`config.mk`:
```
export PLATFORM = sky130hd
export DESIGN_NAME = seq_alu
export DESIGN_NICKNAME = d
export VERILOG_FILES = /design/src/rtl/seq_alu.sv
export SDC_FILE = /design/constraint.sdc
export NUM_CORES = 1
export LEC_CHECK = 0
export CAP_MARGIN = 20
export CORE_MARGIN = 10
export CORE_UTILIZATION = 25
export CTS_BUF_LIST = sky130_fd_sc_hd__clkbuf_8
export DETAILED_ROUTE_END_ITERATION = 7
export GPL_ROUTABILITY_DRIVEN = 0
export GPL_TIMING_DRIVEN = 1
export MAX_ROUTING_LAYER = met4
export PLACE_DENSITY = 0.41
export SYNTH_ARGS = -nofsm -noshare
export SYNTH_HDL_FRONTEND = slang
export SYNTH_SLANG_ARGS = --single-unit
```
`constraint.sdc`:
```
create_clock -name clk -period 5.8 [get_ports clk]
set_input_delay 0.87 -clock clk [delete_from_list [all_inputs] [get_ports clk]]
set_output_delay 0.87 -clock clk [all_outputs]
set_load 0.02 [all_outputs]
```
`src/rtl/seq_alu.sv`:
```
// rtl/seq_alu.sv - sequential ALU with valid/ready handshake and shift-add multiplier
module seq_alu #(
  parameter int WIDTH = 32
) (
  input  logic             clk,
  input  logic             rst_n,
  input  logic             in_valid,
  output logic             in_ready,
  input  logic [WIDTH-1:0] a,
  input  logic [WIDTH-1:0] b,
  input  logic [2:0]       op,
  input  logic             unsig,
  output logic             out_valid,
  input  logic             out_ready,
  output logic [WIDTH-1:0] result,
  output logic             compout,
  output logic             overflow,
  output logic             zero
);

  localparam int CW = $clog2(WIDTH);

  localparam logic [2:0] OP_AND = 3'b000;
  localparam logic [2:0] OP_OR  = 3'b001;
  localparam logic [2:0] OP_ADD = 3'b010;
  localparam logic [2:0] OP_NOR = 3'b100;
  localparam logic [2:0] OP_XOR = 3'b101;
  localparam logic [2:0] OP_SUB = 3'b110;
  localparam logic [2:0] OP_MUL = 3'b111;

  typedef enum logic [1:0] {
    IDLE = 2'd0,
    BUSY = 2'd1,
    DONE = 2'd2
  } state_t;

  state_t               state_q, state_d;
  logic                 ready_q;
  logic [WIDTH-1:0]     a_q, b_q;
  logic [2:0]           op_q;
  logic                 unsig_q;
  logic [CW-1:0]        cnt_q, cnt_d;
  logic [2*WIDTH-1:0]   prod_q, prod_d;
  logic [WIDTH-1:0]     mcand_q, mcand_d;
  logic                 neg_q, neg_d;
  logic [WIDTH-1:0]     mres_q, mres_d;
  logic                 movf_q, movf_d;

  logic                 accept;
  logic [WIDTH:0]       add_full, sub_full;
  logic [WIDTH-1:0]     alu_res;
  logic                 alu_ovf;
  logic [WIDTH-1:0]     mag_a, mag_b;
  logic [WIDTH:0]       mac_sum;
  logic [2*WIDTH-1:0]   mac_prod, mul_signed;
  logic [WIDTH-1:0]     mul_hi, mul_lo;
  logic                 mul_ovf;

  // ready_q keeps in_ready low until the first edge after reset is released
  assign in_ready  = (state_q == IDLE) && ready_q;
  assign out_valid = (state_q == DONE);
  assign accept    = in_valid && in_ready;

  // operand capture at the accepting edge; held through BUSY and DONE
  always_ff @(posedge clk or negedge rst_n) begin
    if (!rst_n) begin
      a_q     <= '0;
      b_q     <= '0;
      op_q    <= OP_AND;
      unsig_q <= 1'b0;
    end else if (accept) begin
      a_q     <= a;
      b_q     <= b;
      op_q    <= op;
      unsig_q <= unsig;
    end
  end

  assign add_full = {1'b0, a_q} + {1'b0, b_q};
  assign sub_full = {1'b0, a_q} - {1'b0, b_q};

  // single-cycle ops evaluated from held operands; MUL reads its result register
  always_comb begin
    alu_res = '0;
    alu_ovf = 1'b0;
    case (op_q)
      OP_AND: alu_res = a_q & b_q;
      OP_OR:  alu_res = a_q | b_q;
      OP_NOR: alu_res = ~(a_q | b_q);
      OP_XOR: alu_res = a_q ^ b_q;
      OP_ADD: begin
        alu_res = add_full[WIDTH-1:0];
        alu_ovf = unsig_q ? add_full[WIDTH]
                          : ((a_q[WIDTH-1] == b_q[WIDTH-1]) &&
                             (add_full[WIDTH-1] != a_q[WIDTH-1]));
      end
      OP_SUB: begin
        alu_res = sub_full[WIDTH-1:0];
        alu_ovf = unsig_q ? sub_full[WIDTH]
                          : ((a_q[WIDTH-1] != b_q[WIDTH-1]) &&
                             (sub_full[WIDTH-1] != a_q[WIDTH-1]));
      end
      OP_MUL: begin
        alu_res = mres_q;
        alu_ovf = movf_q;
      end
      default: begin
        alu_res = '0;
        alu_ovf = 1'b0;
      end
    endcase
  end

  assign result   = alu_res;
  assign overflow = alu_ovf;
  assign zero     = (alu_res == '0);
  assign compout  = unsig_q ? (a_q < b_q) : ($signed(a_q) < $signed(b_q));

  // magnitudes for the multiplier; unsigned mode uses the raw operands
  assign mag_a = (!unsig && a[WIDTH-1]) ? -a : a;
  assign mag_b = (!unsig && b[WIDTH-1]) ? -b : b;

  // one shift-add step: low half holds the remaining multiplier bits
  assign mac_sum    = {1'b0, prod_q[2*WIDTH-1:WIDTH]} +
                      (prod_q[0] ? {1'b0, mcand_q} : '0);
  assign mac_prod   = {mac_sum, prod_q[WIDTH-1:1]};
  assign mul_signed = neg_q ? -mac_prod : mac_prod;
  assign mul_hi     = mul_signed[2*WIDTH-1:WIDTH];
  assign mul_lo     = mul_signed[WIDTH-1:0];
  assign mul_ovf    = unsig_q ? (|mul_hi) : (mul_hi != {WIDTH{mul_lo[WIDTH-1]}});

  // next-state and datapath updates for the three-state controller
  always_comb begin
    state_d = state_q;
    cnt_d   = cnt_q;
    prod_d  = prod_q;
    mcand_d = mcand_q;
    neg_d   = neg_q;
    mres_d  = mres_q;
    movf_d  = movf_q;
    case (state_q)
      IDLE: begin
        if (accept) begin
          if (op == OP_MUL) begin
            state_d = BUSY;
            cnt_d   = CW'(WIDTH - 1);
            prod_d  = {{WIDTH{1'b0}}, mag_b};
            mcand_d = mag_a;
            neg_d   = !unsig && (a[WIDTH-1] ^ b[WIDTH-1]);
          end else begin
            state_d = DONE;
          end
        end
      end
      BUSY: begin
        prod_d = mac_prod;
        if (cnt_q == '0) begin
          state_d = DONE;
          mres_d  = mul_lo;
          movf_d  = mul_ovf;
        end else begin
          cnt_d = cnt_q - CW'(1);
        end
      end
      DONE: begin
        if (out_ready) begin
          state_d = IDLE;
        end
      end
      default: state_d = IDLE;
    endcase
  end

  // controller and multiplier state registers
  always_ff @(posedge clk or negedge rst_n) begin
    if (!rst_n) begin
      state_q <= IDLE;
      ready_q <= 1'b0;
      cnt_q   <= '0;
      prod_q  <= '0;
      mcand_q <= '0;
      neg_q   <= 1'b0;
      mres_q  <= '0;
      movf_q  <= 1'b0;
    end else begin
      state_q <= state_d;
      ready_q <= 1'b1;
      cnt_q   <= cnt_d;
      prod_q  <= prod_d;
      mcand_q <= mcand_d;
      neg_q   <= neg_d;
      mres_q  <= mres_d;
      movf_q  <= movf_d;
    end
  end

endmodule

```
==> impl_metrics.toml <==
[status]
status = "finished, violations left"
violations = "setup timing"

[cells_and_area]
fin_nets = 2900
layoutNonFillerInstCount = 3700
fin_util = 0.314
drive_gt1_frac = 0.148
area_growth_pct = 25.2
fillCellCount = 8028

[timing]
finClkSkew_ns = 0.0754
fin_crit_sh = 1.09
fin_crit_ns = 6.33
drv_slew = 0
finalHoldViolCount = 0
slew_headroom = 0.356
setup_ws_ns = -0.533
rsz0062_at_grt = "yes"
max_freq_ghz = 0.158
setup_viol = 1
worstMarginPinSlew_ns = 0.966

[yosys]
synth_edf_count = 0
synthesis.nets = 2686
syn-cell-area_sq_um = 19000
syn_area_per_cell_sq_um = 7.67
async_flop_share = 1.00
synth_cell_types = 94
ys_ff_latch = 206
yosysWarnings = 0
ys_seq_area_frac = 0.271
synth_flop_cell = "dfrtp_1"
postSynthCellCount = 2478

[clocking]
cts_buffers = 42
numClockSinks = 206
cts_tree = "yes"
clock-root-buffer = "clkbuf_8"
cts.clk_slew.worst_paths_ns = 0.07
htree_levels = 2
ctsLongestPathBuffers = 3
clkLatencyLatePin_ns = 0.67

[detailed_routing]
dr.pass1.iters = 5
routed_wl_mm = 74.9
drt-initial-drc-count = 1267
vias_per_cell = 5.20
post_drt_wl_per_cell_microns = 20.3
drc = 0
dr_total_vias = 19300
drtAntennaViolNets = 0

[flow_run]
max_cap_viol_count = 0

[die]
coreArea_sq_um = 75700
fp.dieArea_sq_um = 87400
die_y_microns = 296
rows = 101
io_pins = 109
start_util = 0.251
die_x_microns = 296

[power]
leakagePower_nw = 10.2
ir_drop_mv = 0.272
power_frac_seq = 0.185
combPwrFrac = 0.676
power.density_nw_per_um2 = 518
p_int_mw = 6.44
clockPowerShare = 0.138
p_sw_mw = 5.87
switching_share = 0.477
finalPower_mw = 12.3

[placed_design]
portBuffers = 108
dpl.cell_count = 3620
dp_hpwl_mm = 57.5
pre_cts_slack_ns = -0.934

[worst_setup_path]
crit_slowest_cell = "or4_4"
cp-start-kind = "flip-flop"
critPathArrivalTime_ns = 5.46
max_stage_delay_ns = 0.61
cp_max_fo = 3
end_kind = "primary output"
cp.required_ns = 4.93
path_cells = "ha_2, inv_1, fa_2, nand2b_1, a21oi_2, o21ai_2, a2111oi_4, buf_4, o22ai_4, buf_4, o211ai_1, o221ai_2, buf_4, o311a_1, or3_1, nand3_1, o211ai_1, or4_4, or4b_4, nor3_2, buf_4"
crit_top_cell = "buf_4"
critPathKind = "flip-flop to primary output"

[min_path]
hp-class = "input port to asynchronous set/reset pin"

[global_route]
grt_pass1_vias = 19200
track_usage = 0.173
overflow = 0
grt_max_degree = 123
grt_pass1_wl_mm = 116
antenna_found_initial = 3
==> worst max-delay path: cells and delay by family, from the launching register on <==
kind,cells,cell delay [ns]
compound gates,8,1.56
fa+ha+maj,2,0.41
buf+inv,5,0.74
flops,1,0.43
simple gates,6,1.69
==> stage by stage <==
step                hold slack (ns)  TNS, ns  instance area (sq um)
global route                  0.270   -0.865                  23800
floorplan                     0.442        0                  19000
finish                        0.233   -0.533                  23800
global placement              0.458    -1.62                  22400
detailed placement            0.466    -1.59                  22400
CTS                           0.231   -0.696                  23500
==> kinds of logic after synthesis <==
| group | Yosys count | synth area share |
|---|---|---|
| AO/OA/AOI/OAI | 803 | 0.265 |
| XOR/XNOR | 159 | 0.0733 |
| adder cells (fa/ha/maj) | 136 | 0.0907 |
| buffers and inverters | 277 | 0.0559 |
| flip-flops | 206 | 0.271 |
| multiplexers | 48 | 0.0263 |
| other | 1 | 0.000197 |
| AND/OR/NAND/NOR | 848 | 0.217 |
==> repair_timing <==
item / 4_1_cts / 5_1_grt
gates cloned: 0 / 0
buffers inserted: 3 / 4
resized for setup: 80 / 66
pin swaps: 20 / 22
setup endpoints to repair: 13 / 13
hold buffers: 0 / 0
==> flip-flops by register name, indices dropped and copies added (netlist names) <==
name	cells
state_q	2
movf_q	1
mres_q	32
unsig_q	1
neg_q	1
ready_q	1
cnt_q	5
op_q	3
b_q	32
mcand_q	32
prod_q	64
a_q	32
==> routing by layer <==
metal | up-vias | GRT usage | share of wire
li1 | 9351 | - | -
met1 | 9293 | 0.224 | 0.46
met2 | 492 | 0.279 | 0.47
met3 | 116 | 0.0213 | 0.043
met4 | 0 | 0.0523 | 0.030
met5 | - | - | 0
==> path summary, 6_finish.rpt <==
check | start | to | slack, ns | depth (start not counted)
setup / recovery | b_q[0]$_DFFE_PN0P_ | zero | -0.53 | 21
min in group clk | mcand_q[0]$_DFFE_PN0P_ | mcand_q[0]$_DFFE_PN0P_ | 0.48 | 2
setup reg to reg | prod_q[0]$_DFFE_PN0P_ | movf_q$_DFFE_PN0P_ | 0.36 | 17
hold / removal | rst_n | a_q[26]$_DFFE_PN0P_ | 0.23 | 1
max in group asynchronous | rst_n | prod_q[40]$_DFFE_PN0P_ | 4.20 | 2
hold reg to reg | mcand_q[0]$_DFFE_PN0P_ | mcand_q[0]$_DFFE_PN0P_ | 0.48 | 2
==> layout make-up <==
cell class,count,area [sq um],area share
timing repair buffer,328,2790,0.117
clock buffer,54,743,0.0312
antenna,1,2.50,0.000105
multi-input combinational,1995,13300,0.558
sequential,206,5160,0.217
inverter,119,447,0.0188
tap,978,1220,0.0514
clock inverter,19,154,0.00647
==> placed cells by master, fill, tap and decap left out, types with 28 or more instances in the layout <==
master and instances:
a21oi_1 157, o21ai_0 280, nor3_1 55, a21o_1 31, clkbuf_8 54, xor2_1 65
buf_4 210, mux2i_1 41, ha_1 127, nand2_1 286, nand3_1 74, a211oi_1 38
nor2_1 183, and2_1 41, xnor2_1 93, dfrtp_1 204, inv_1 121, clkdlybuf4s50_1 97
or3_1 28
==> power by group through the flow <==
stage	sequential (mW)	combinational (mW)	clock, mW
floorplan	2.16	4.53	0
global placement	2.28	7.77	0
detailed placement	2.30	7.77	0
CTS	2.28	8.01	1.77
global route	2.35	9.10	1.82
finish	2.28	8.33	1.70
==> synth_stat cells (all sizes together), types with 8 or more instances <==
| cell type | count | share of area |
|---|---|---|
| o41ai | 15 | 0.0079 |
| a22oi | 14 | 0.0055 |
| nand2 | 287 | 0.057 |
| o211ai | 23 | 0.0091 |
| clkbuf | 128 | 0.025 |
| nand2b | 24 | 0.0079 |
| or4 | 18 | 0.0075 |
| nor2b | 25 | 0.0082 |
| o31ai | 27 | 0.011 |
| a211oi | 40 | 0.016 |
| o2111ai | 10 | 0.0046 |
| ha | 133 | 0.088 |
| xor2 | 65 | 0.030 |
| a21oi | 167 | 0.044 |
| o21bai | 16 | 0.0063 |
| and3 | 16 | 0.0053 |
| dfrtp | 206 | 0.27 |
| and4 | 8 | 0.0037 |
| or2 | 13 | 0.0044 |
| inv | 119 | 0.024 |
| nor4 | 22 | 0.0076 |
| a31oi | 25 | 0.0082 |
| o22ai | 10 | 0.0033 |
| o21ai | 298 | 0.078 |
| nor3 | 60 | 0.016 |
| o221ai | 15 | 0.0069 |
| nand4 | 14 | 0.0049 |
| a221oi | 19 | 0.0088 |
| a2111oi | 16 | 0.0074 |
| nand3 | 74 | 0.019 |
| xnor2 | 94 | 0.043 |
| buf | 30 | 0.0070 |
| or3 | 28 | 0.0092 |
| mux2i | 41 | 0.022 |
| a211o | 12 | 0.0055 |
| o21a | 11 | 0.0043 |
| and2 | 42 | 0.014 |
| nor2 | 186 | 0.038 |
| a21o | 31 | 0.012 |
Note: power is estimated with default switching activity, not from simulation.
